File: config.mk
export PLATFORM = sky130hd
export DESIGN_NAME = inst_fetch
export DESIGN_NICKNAME = d
export VERILOG_FILES = /design/src/rtl/inst_fetch.sv
export SDC_FILE = /design/constraint.sdc
export NUM_CORES = 1
export LEC_CHECK = 0
export ABC_AREA = 1
export CORE_MARGIN = 1.5
export CORE_UTILIZATION = 47
export CTS_CLUSTER_SIZE = 24
export DETAILED_ROUTE_END_ITERATION = 10
export PLACE_DENSITY = 0.77
export SYNTH_ARGS = -nofsm -noshare
export SYNTH_HDL_FRONTEND = slang
export SYNTH_SLANG_ARGS = --single-unit
File: constraint.sdc
create_clock -name clk -period 1.4 [get_ports clk]
set_input_delay 0.21 -clock clk [delete_from_list [all_inputs] [get_ports clk]]
set_output_delay 0.21 -clock clk [all_outputs]
set_load 0.03 [all_outputs]
File: src/rtl/inst_fetch.sv
// Instruction fetch stage: drives the instruction memory, fills the IF/ID
// slot, and absorbs decode stalls and branch redirects via a one-word skid.
module inst_fetch #(
  parameter logic [31:0] RESET_PC = 32'h0000_0000
) (
  input  logic        clk,
  input  logic        rst,
  output logic        imem_req,
  output logic [31:0] imem_addr,
  input  logic        imem_ack,
  input  logic [31:0] imem_rdata,
  input  logic        stall,
  input  logic        branch_taken,
  input  logic [31:0] branch_target,
  output logic [31:0] instruction,
  output logic [31:0] pc_out,
  output logic        inst_valid
);

  typedef enum logic [1:0] {
    S_IDLE,
    S_BUSY,
    S_SKID,
    S_DRAIN
  } state_t;

  state_t      r_state, w_state_nxt;
  logic [31:0] r_fetch_pc, w_fetch_pc_nxt;
  logic [31:0] r_redir_pc, w_redir_pc_nxt;
  logic [31:0] r_skid_word, w_skid_word_nxt;
  logic [31:0] r_skid_pc, w_skid_pc_nxt;
  logic        r_skid_full, w_skid_full_nxt;
  logic [31:0] r_instr, w_instr_nxt;
  logic [31:0] r_pc, w_pc_nxt;
  logic        r_valid, w_valid_nxt;

  logic        w_free;
  logic        w_take;
  logic [31:0] w_tgt;

  assign imem_req    = (r_state == S_BUSY) || (r_state == S_DRAIN);
  assign imem_addr   = r_fetch_pc;
  assign instruction = r_instr;
  assign pc_out      = r_pc;
  assign inst_valid  = r_valid;

  assign w_free = !r_valid || !stall;
  assign w_take = r_valid && !stall;
  assign w_tgt  = branch_target & ~32'h0000_0003;

  always_comb begin
    w_state_nxt     = r_state;
    w_fetch_pc_nxt  = r_fetch_pc;
    w_redir_pc_nxt  = r_redir_pc;
    w_skid_word_nxt = r_skid_word;
    w_skid_pc_nxt   = r_skid_pc;
    w_skid_full_nxt = r_skid_full;
    w_instr_nxt     = r_instr;
    w_pc_nxt        = r_pc;
    w_valid_nxt     = r_valid;
    if (branch_taken) begin
      w_valid_nxt     = 1'b0;
      w_skid_full_nxt = 1'b0;
      if (r_state == S_BUSY && !imem_ack) begin
        w_redir_pc_nxt = w_tgt;
        w_state_nxt    = S_DRAIN;
      end else if (r_state == S_DRAIN && !imem_ack) begin
        w_redir_pc_nxt = w_tgt;
      end else begin
        // Outstanding request (if any) completes now; its word is dropped.
        w_redir_pc_nxt = w_tgt;
        w_fetch_pc_nxt = w_tgt;
        w_state_nxt    = S_BUSY;
      end
    end else begin
      case (r_state)
        S_IDLE: w_state_nxt = S_BUSY;
        S_BUSY: begin
          if (imem_ack) begin
            w_fetch_pc_nxt = r_fetch_pc + 32'd4;
            if (w_free) begin
              w_instr_nxt = imem_rdata;
              w_pc_nxt    = r_fetch_pc;
              w_valid_nxt = 1'b1;
            end else begin
              w_skid_word_nxt = imem_rdata;
              w_skid_pc_nxt   = r_fetch_pc;
              w_skid_full_nxt = 1'b1;
              w_state_nxt     = S_SKID;
            end
          end else if (w_take) begin
            w_valid_nxt = 1'b0;
          end
        end
        S_SKID: begin
          if (!stall) begin
            w_instr_nxt     = r_skid_word;
            w_pc_nxt        = r_skid_pc;
            w_valid_nxt     = 1'b1;
            w_skid_full_nxt = 1'b0;
            w_state_nxt     = S_BUSY;
          end
        end
        S_DRAIN: begin
          if (w_take) w_valid_nxt = 1'b0;
          if (imem_ack) begin
            w_fetch_pc_nxt = r_redir_pc;
            w_state_nxt    = S_BUSY;
          end
        end
        default: w_state_nxt = S_IDLE;
      endcase
    end
  end

  always_ff @(posedge clk) begin
    if (rst) begin
      r_state     <= S_IDLE;
      r_fetch_pc  <= RESET_PC;
      r_redir_pc  <= RESET_PC;
      r_skid_word <= 32'd0;
      r_skid_pc   <= 32'd0;
      r_skid_full <= 1'b0;
      r_instr     <= 32'd0;
      r_pc        <= 32'd0;
      r_valid     <= 1'b0;
    end else begin
      r_state     <= w_state_nxt;
      r_fetch_pc  <= w_fetch_pc_nxt;
      r_redir_pc  <= w_redir_pc_nxt;
      r_skid_word <= w_skid_word_nxt;
      r_skid_pc   <= w_skid_pc_nxt;
      r_skid_full <= w_skid_full_nxt;
      r_instr     <= w_instr_nxt;
      r_pc        <= w_pc_nxt;
      r_valid     <= w_valid_nxt;
    end
  end

endmodule

==> Yosys cells after proc, flatten, opt, wreduce, memory -nomap -nowiden <==
Index checks and enable logic that the tools add are counted.
{ "totals": {"ff_bits": 193, "latch_bits": 0, "ram_bits": 0, "mem_bits_ro": 0, "inputBits": 69, "output_inout_bits": 98, "wordCells": 70, "memories": 0} }
{ "op_classes": {"add_sub_neg": 1, "mul": 0, "n_div": 0, "magnitude_cmp": 0, "n_eq_ne": 14, "shifts": 0, "muxes": 27, "bitwise": 2, "reduce_logical": 18} }
{ "ops": {"columns": ["operator", "count"], "rows": [
  ["$mux 32", 11],
  ["$pmux 32 s2", 3],
  ["$add 32x3->32 const B", 1],
  ["$ne 3x3->1 const B", 6],
  ["$reduce_and 5->1", 3],
  ["$mux 2", 7],
  ["$ne 2x2->1 const B", 5],
  ["$pmux 2 s4", 1],
  ["$reduce_bool 3->1", 2],
  ["$eq 2x2->1 const B", 2],
  ["$mux 1", 4],
  ["$reduce_and 4->1", 1],
  ["$logic_and 1x1->1", 3],
  ["$logic_not 1->1", 3],
  ["$pmux 1 s3", 1],
  ["$reduce_and 3->1", 1],
  ["$eq 2x1->1 const B", 1],
  ["$logic_not 2->1", 1],
  ["$logic_or 1x1->1", 2],
  ["$not 1->1", 2],
  ["$reduce_bool 2->1", 1],
  ["$reduce_or 2->1", 1]
]} }

==> Longest topological paths before layout <==
Gate-level depths: netlist of run 1.
{ "logic_depth": {"word_depth": 6, "depth_mapped": 10, "ltp_nobuf": 10} }

==> Worst setup path before layout of run 1 <==
No wires, ideal clock.
{ "synth_path": {"path_type": "register -> register", "start": "reg r_fetch_pc[3], in the netlist imem_addr[3]", "end": "reg r_fetch_pc[26], in the netlist imem_addr[26]", "setup_ns": 0.120, "arrival_time_ns": 1.616, "required_ns": 1.280, "setup_slack_ns": -0.335, "path_stages_with_launch": 11, "path_buffers": 0, "period_less_slack_ns": 1.735, "cell_sequence": "dfxtp_1 -> ha_1 -> nand2_1 -> nor2_1 -> nand2_1 -> nor2_2 -> nand2_1 -> nand2_1 -> nand3_1 -> nand2_1 -> a21oi_1"} }
{ "synth_between": {"elab_chain_len": 4} }
{ "synth_lines": {"columns": ["item", "line", "text"], "rows": [
  ["start, declared", "28", "logic [31:0] r_fetch_pc, w_fetch_pc_nxt;"],
  ["start signal, assigned", "129", "r_fetch_pc <= w_fetch_pc_nxt;"],
  ["$add 32x3->32", "80", "w_fetch_pc_nxt = r_fetch_pc + 32'd4;"],
  ["$mux 32", "79", "if (imem_ack) begin"],
  ["$pmux 32 s2", "76", "case (r_state)"],
  ["$mux 32", "61", "if (branch_taken) begin"]
]} }
Every way passes these cells. The select of a mux whose other input is x is not followed.
A chain may end at the register's enable or synchronous reset.

==> Worst setup path after layout of run 1 <==
{ "layout_path": {"start": "reg r_valid, in the netlist inst_valid", "end": "reg r_pc[20], in the netlist pc_out[20]"} }
{ "layout_between": {"elab_chain_len": 4} }
{ "layout_lines": {"columns": ["item", "line", "text"], "rows": [
  ["start, declared", "35", "logic r_valid, w_valid_nxt;"],
  ["start signal, assigned", "136", "r_valid <= w_valid_nxt;"],
  ["$logic_not 1->1", "47", "assign w_free = !r_valid || !stall;"],
  ["$logic_or 1x1->1", "47", null],
  ["$ne 2x2->1 (no source line)", null, null],
  ["$reduce_and 5->1 (no source line)", null, null],
  ["end signal, assigned", "135", "r_pc <= w_pc_nxt;"],
  ["end, declared", "34", "logic [31:0] r_pc, w_pc_nxt;"]
]} }
Every way passes these cells.

==> results of run 1 <==
==> cells by family after synthesis <==
group                    after synthesis  synth area share (%)
AO/OA/AOI/OAI                        378                 24.31
XOR/XNOR                               5                0.5341
adder cells (fa/ha/maj)                1                0.1526
buffers and inverters                152                 8.012
flip-flops                           187                 45.66
other                                  1               0.04574
AND/OR/NAND/NOR                      438                 21.29
==> synth_stat cells <==
cell / number / area share (%)
o22ai_1: 4 / 0.31
nor2_2: 4 / 0.31
buf_1: 1 / 0.046
inv_2: 4 / 0.18
xnor2_1: 1 / 0.11
a31oi_1: 70 / 5.3
and2_1: 2 / 0.15
nand2_1: 249 / 11
buf_2: 12 / 0.73
nor2_8: 1 / 0.24
nor3_1: 1 / 0.061
conb_1: 1 / 0.046
o211ai_1: 1 / 0.092
nand3_1: 55 / 3.4
buf_4: 19 / 1.7
a211oi_1: 1 / 0.092
ha_1: 1 / 0.15
clkbuf_1: 55 / 2.5
dfxtp_1: 187 / 46
o21ai_0: 173 / 11
inv_1: 61 / 2.8
nor2_1: 126 / 5.8
xor2_1: 4 / 0.43
o21ai_1: 26 / 1.6
o21ai_2: 1 / 0.11
a21oi_1: 102 / 6.2
==> cell type report <==
type	count	area [sq um]	share of cell area, %
clock buffer	18	439.2	3.178
clock inverter	14	182.7	1.322
inverter	65	287.8	2.083
multi-input combinational	826	4917	35.58
sequential	187	3827	27.70
tap	225	281.5	2.037
timing repair buffer	342	3852	27.88
timing repair inverter	1	30.03	0.2173
==> state kept, by name, summed over array words and instances (netlist names) <==
| register | flops |
|---|---|
| r_skid_pc | 30 |
| imem_addr | 30 |
| instruction | 32 |
| r_redir_pc | 30 |
| inst_valid | 1 |
| pc_out | 30 |
| r_state | 2 |
| r_skid_word | 32 |
==> through the flow <==
stage	utilization (%)	hold WS, ns
after floorplan	-	0.3449
after global placement	62.91	0.4524
after detailed placement	62.91	0.4612
after CTS	76.33	0.2916
after global routing	80.45	0.3154
final	80.45	0.2938
==> timing repair <==
| action | in CTS | in global routing |
|---|---|---|
| gates resized for setup | 484 | 251 |
| gates cloned | 26 | 8 |
| buffers inserted | 26 | 20 |
| endpoints found under the setup margin | 239 | 203 |
| pin swaps | 44 | 75 |
==> worst min path at each step <==
stage                                              end                        from  slack [ns]  cells past startpoint
final                          r_state[0]$_SDFFE_PP0P_                branch_taken        0.29                      5
after global routing        r_redir_pc[7]$_SDFFE_PP0P_                branch_taken        0.32                      4
after CTS                   r_redir_pc[8]$_SDFFE_PP0P_                branch_taken        0.29                      4
after detailed placement    r_redir_pc[4]$_SDFFE_PP0P_  r_redir_pc[4]$_SDFFE_PP0P_        0.46                      2
after global placement      r_redir_pc[6]$_SDFFE_PP0P_  r_redir_pc[6]$_SDFFE_PP0P_        0.45                      2
after floorplan           r_skid_word[20]$_SDFFE_PP0P_              imem_rdata[20]        0.34                      2
==> power by group through the flow <==
| stage | registers (mW) | clock network (mW) | logic [mW] |
|---|---|---|---|
| 3_5_place_dp | 6.25 | 0 | 4.07 |
| 3_3_place_gp | 6.26 | 0 | 4.00 |
| 6_report | 6.27 | 5.27 | 5.62 |
| 4_1_cts | 6.18 | 5.17 | 4.92 |
| 5_1_grt | 6.30 | 5.48 | 5.84 |
| 2_1_floorplan | 6.92 | 0 | 1.39 |
==> worst max-delay path, cell delays in order (launching register included) <==
cell and delay (ns):
dfxtp_2 0.32, nand2_1 0.13, nand3_1 0.17, nand2_4 0.14
nand3_4 0.10, buf_12 0.16, clkinv_16 0.06, buf_12 0.12
buf_16 0.12, o21ai_2 0.05, a31oi_1 0.24
==> metal layers <==
metal  share of wire, %  global-route usage [%]  up-vias
li1                   -                       -     4466
met1                 36                   45.87     4929
met2                 46                   56.97      911
met3                 11                   7.320      249
met4                6.8                   17.56        0
met5                  0                       0        -
==> summary.txt, run 1 <==
Cell internal pwr: 11.11 mW
Fillers: 975
Setup crit end: pc_out[20]$_SDFFE_PP0P_
Pre-CTS WS: -0.4053 ns
Final setup vio count: 162
Largest net degree at the start of global routing: 63
Design Area, Final: 0.01382 sq mm
Critical Path Start Type: flop
Pre-Repair DR Iteration Count: 6
Total power: 17.17 mW
TritonCTS clock tree: yes
Core box area: 0.01718 sq mm
Final critical-path share of the clock period: 123.1%
IO Count: 167
Max cap viols: 0
Commonest non-fill, non-tap cell in the layout: nand2_1
Syn. warnings: 0
First-pass GRT wire length: 50.28 mm
Final Max Tran Viols: 0
Total routed wirelength: 37.60 mm
Setup ws final: -0.3240 ns
LEAKAGE: 5.567 nW
Sequential share of power: 36.5%
I/O Buffers: 160
PD cells: 1242 mW/mm^2
Failing checks: setup timing
Starting density of the core: 47.73%
Row Count: 48
Root Driver: clkbuf_16
Sequential share of the synthesized area: 45.66%
Sw power: 6.058 mW
GRT Residual Overflow: 0
Antenna cells: 0
Detailed Place HPWL: 17.34 mm
Layout cell share with drive strength beyond 1: 36.27%
Peak supply drop: 1.097 mV
Htree depth: 4
Flops & latches, synth: 187
RSZ-0062 raised after global routing: yes
Post-Synthesis Cells: 1162
Post-DRT Antenna Nets: 0
Tmin final: 1.724 ns
Clk pin slew, worst setup/hold paths: 0.08 ns
Post-Layout Cell Count: 1678
CP Capture Type: flop
Vias: 10555
Inst Count DP: 1571
Worst-path maximum fanout: 6
R2r endpoint: pc_out[20]$_SDFFE_PP0P_
Clk sinks: 187
Wire per inst: 22.41 um
Hold Path Class: primary input to flop
WS Path Type: flop to flop
Crit path DAT: 2.08 ns
R2r startpoint: inst_valid$_SDFFE_PP0P_
Syn Area/Cell: 7.056 sq um
Area growth syn-to-layout: 68.53%
Synth unique cells: 26
Deepest clock path buffer count: 2
Setup tns final: -27.70 ns
Net Sw Frac: 35.29%
Initial antenna violation count: 0
Layout net count: 1510
Post-DP Area: 0.01081 sq mm
Number of CTS-inserted buffers: 17
Vias in the first global route: 9301
Power share of the clock group: 30.7%
Fin. Hold Viols: 0
Die Ht: 135.1 um
Chip width: 135.1 um
Flop-to-flop setup slack: -0.32 ns
DRT iter0 DRCs: 1201
Cell area after synthesis: 0.008199 sq mm
Vias per cell: 6.290
Global-route usage over all layers: 35.64%
Clk_skew: 0.007012 ns
Clk_lat worst skew: 0.46 ns
Die area: 0.01825 sq mm
RePlAce Congestion: 0.9456
Reg2Reg Depth: 10
CTS Hold Bufs: 0
Worst EP required: 1.75 ns
Gate power share: 32.8%
Max Fclk: 0.5800 GHz
Critical path startpoint: inst_valid$_SDFFE_PP0P_
Status: finished, violations left
Most frequent cells in the layout: nand2_1 (219), dfxtp_1 (160), buf_4 (110)
Residual DRC: 0
No activity file was read; power rests on OpenSTA's default activity.
==> run 2, diff against run 1 <==
--- a/config.mk
+++ b/config.mk
@@ -7,10 +7,11 @@
 export LEC_CHECK = 0
 export ABC_AREA = 1
 export CORE_MARGIN = 1.5
-export CORE_UTILIZATION = 47
+export CORE_UTILIZATION = 55
+export CTS_BUF_LIST = sky130_fd_sc_hd__clkbuf_4
 export CTS_CLUSTER_SIZE = 24
 export DETAILED_ROUTE_END_ITERATION = 10
-export PLACE_DENSITY = 0.77
+export PLACE_DENSITY = 0.95
 export SYNTH_ARGS = -nofsm -noshare
 export SYNTH_HDL_FRONTEND = slang
 export SYNTH_SLANG_ARGS = --single-unit
==> constraint.sdc (replaced) <==
create_clock -name clk -period 2.21 [get_ports clk]
set_input_delay 0.3315 -clock clk [delete_from_list [all_inputs] [get_ports clk]]
set_output_delay 0.3315 -clock clk [all_outputs]
set_load 0.03 [all_outputs]
==> summary.txt, run 2 (synthesis results as in run 1) <==
Worst hold start: branch_taken
Hold Path Class: primary input to flop
Fin. Hold Viols: 0 (unchanged)
Wire per inst: 15.63 um (-30%)
WS Path Type: flop to primary output
Row Count: 44 (-8.3%)
Chip width: 125.1 um (-7.4%)
Tmin final: 2.158 ns
Core box area: 0.01453 sq mm (-15%)
Clk sinks: 187 (unchanged)
Final setup vio count: 0 (-100%)
Setup ws final: 0.05227 ns (+0.3763 ns)
Setup tns final: 0 ns (+27.70 ns)
Layout cell share with drive strength beyond 1: 5.031% (-31 points)
Largest net degree at the start of global routing: 91 (+44%)
Sw power: 2.754 mW (-55%)
Die Ht: 125.1 um (-7.4%)
Net Sw Frac: 33.37% (-1.9 points)
Vias in the first global route: 7843 (-16%)
Clk_lat worst skew: 0.58 ns (+0.12 ns)
Most frequent cells in the layout: nand2_1 (249), dfxtp_1 (186), o21ai_0 (173)
GRT Residual Overflow: 0 (unchanged)
Area growth syn-to-layout: 24.63%
Vias: 8507 (-19%)
Worst Hold Depth: 3 (-2)
Fillers: 1202 (+23%)
Vias per cell: 5.760 (-8.4%)
Max cap viols: 0 (unchanged)
Total routed wirelength: 23.08 mm (-39%)
Design Area, Final: 0.01022 sq mm (-26%)
R2r startpoint: imem_addr[2]$_SDFFE_PP0P_
DRT iter0 DRCs: 851 (-29%)
Detailed Place HPWL: 15.31 mm (-12%)
I/O Buffers: 160 (unchanged)
PD cells: 807.6 mW/mm^2 (-35%)
Sequential share of power: 47.6% (+11 points)
Root Driver: clkbuf_4
Number of CTS-inserted buffers: 17 (unchanged)
First-pass GRT wire length: 37.65 mm (-25%)
Flop-to-flop setup slack: 0.27 ns (+0.59 ns)
Deepest clock path buffer count: 2 (unchanged)
Clk_skew: 0.01177 ns (+0.004761 ns)
Post-DRT Antenna Nets: 0 (unchanged)
CP Capture Type: primary output
Power share of the clock group: 26.2% (-4.5 points)
Slew of the pin with the lowest slew margin: 0.7129 ns
Cell internal pwr: 5.499 mW (-51%)
RSZ-0062 raised after global routing: no
Commonest non-fill, non-tap cell in the layout: nand2_1
Final critical-path share of the clock period: 97.63%
Final Max Tran Viols: 0 (unchanged)
Layout net count: 1349 (-11%)
Max Fclk: 0.4635 GHz
Clk pin slew, worst setup/hold paths: 0.15 ns (+0.07 ns)
Buf/Inv on CP: 1 (-3)
Status: completed
Gate power share: 26.2% (-6.6 points)
IO Count: 167 (unchanged)
Worst-path maximum fanout: 6 (unchanged)
Critical Path, Cell by Cell: clkdlybuf4s50_1
Pre-Repair DR Iteration Count: 7 (+1)
Die area: 0.01565 sq mm (-14%)
TritonCTS clock tree: yes
Worst EP required: 1.88 ns (+0.13 ns)
Pre-CTS WS: 0.2600 ns (+0.6653 ns)
RePlAce Congestion: 0.8922 (-5.6%)
Starting density of the core: 56.41% (+8.7 points)
Relative slew slack: 52.47%
R2r endpoint: imem_addr[22]$_SDFFE_PP0P_
Crit-path slowest cell: clkdlybuf4s50_1
LEAKAGE: 4.056 nW (-27%)
Reg2Reg Depth: 9 (-1)
Post-DP Area: 0.009873 sq mm (-8.6%)
Critical Path Start Type: flop
Htree depth: 4 (unchanged)
Crit path DAT: 1.83 ns (-0.25 ns)
Post-CTS setup buffer count: 0 (-100%)
Global-route usage over all layers: 29.21% (-6.4 points)
Residual DRC: 0 (unchanged)
Crit-path max cell delay: 0.73 ns (+0.41 ns)
Peak supply drop: 0.5170 mV (-53%)
Initial antenna violation count: 1 (+1)
Hold EP: r_state[1]$_SDFFE_PP0P_
WHS: 0.2418 ns (-0.05200 ns)
CP top delay family: buffers and inverters
-- run 2: cell types whose count changed in the layout (fill, tap and decap cells not counted), moves of 30 or more --
cell,previous run,this run
o21ai_1,92,26
o21ai_0,56,173
clkdlybuf4s50_1,65,141
nand2_1,219,249
nor2_1,67,126
nor2_4,47,1
clkbuf_2,31,0
buf_12,36,6
buf_4,110,16
o21ai_2,45,1
-- run 2: what timing repair did --
action                                 4_1_cts  5_1_grt
hold buffers                                 0        0
cloned                                       0        0
setup endpoints to repair                   13        6
gates resized for setup                     13        6
endpoints found under the hold margin        0        0
-- run 2: final cells by class --
class                           instances  area [sq um]  area share (%)
Tap cell                              184         230.2           2.253
Clock buffer                           19         142.6           1.396
Multi-Input combinational cell        826          3815           37.33
Clock inverter                         13         198.9           1.947
Inverter                               65         247.7           2.424
Timing Repair Buffer                  182          1837           17.97
Antenna cell                            1         2.502         0.02449
Sequential cell                       187          3745           36.65
-- run 2: how the worst max path moves through the flow --
stage / start / end / cells past startpoint
2_1_floorplan: imem_addr[3]$_SDFFE_PP0P_ / imem_addr[26]$_SDFFE_PP0P_ / 10
3_3_place_gp: stall / pc_out[13]$_SDFFE_PP0P_ / 9
3_5_place_dp: stall / instruction[0]$_SDFFE_PP0P_ / 9
4_1_cts: imem_addr[14]$_SDFFE_PP0P_ / imem_addr[14] / 1
5_1_grt: imem_addr[15]$_SDFFE_PP0P_ / imem_addr[15] / 1
6_report: imem_addr[18]$_SDFFE_PP0P_ / imem_addr[18] / 1
-- run 2: metrics by stage --
step | instances | utilization [%] | total power [mW]
after floorplan | 1165 | - | 5.244
after global placement | 1444 | 67.93 | 6.108
after detailed placement | 1444 | 67.93 | 6.161
after CTS | 1476 | 70.19 | 8.276
after global routing | 1477 | 70.31 | 8.618
final | 1477 | 70.31 | 8.253
-- run 2: power by group through the flow --
stage               combinational (mW)  sequential (mW)  clock [mW]
floorplan                        0.875             4.37           0
global placement                  2.12             3.98           0
detailed placement                2.17             3.99           0
CTS                               2.16             3.92        2.20
global route                      2.32             3.96        2.34
finish                            2.16             3.93        2.16
-- run 2: layer usage --
metal	routed length (um)	global-route usage, %
met3	1981	7.146
met4	711	10.56
met1	9244	36.39
met2	11150	49.31
met5	0	0
==> run 3, diff against run 2 <==
--- a/config.mk
+++ b/config.mk
@@ -12,6 +12,7 @@
 export CTS_CLUSTER_SIZE = 24
 export DETAILED_ROUTE_END_ITERATION = 10
 export PLACE_DENSITY = 0.95
+export SLEW_MARGIN = 20
 export SYNTH_ARGS = -nofsm -noshare
 export SYNTH_HDL_FRONTEND = slang
 export SYNTH_SLANG_ARGS = --single-unit
==> results of run 3 <==
No change in the layout: final DEF, timing and power equal those of run 2.
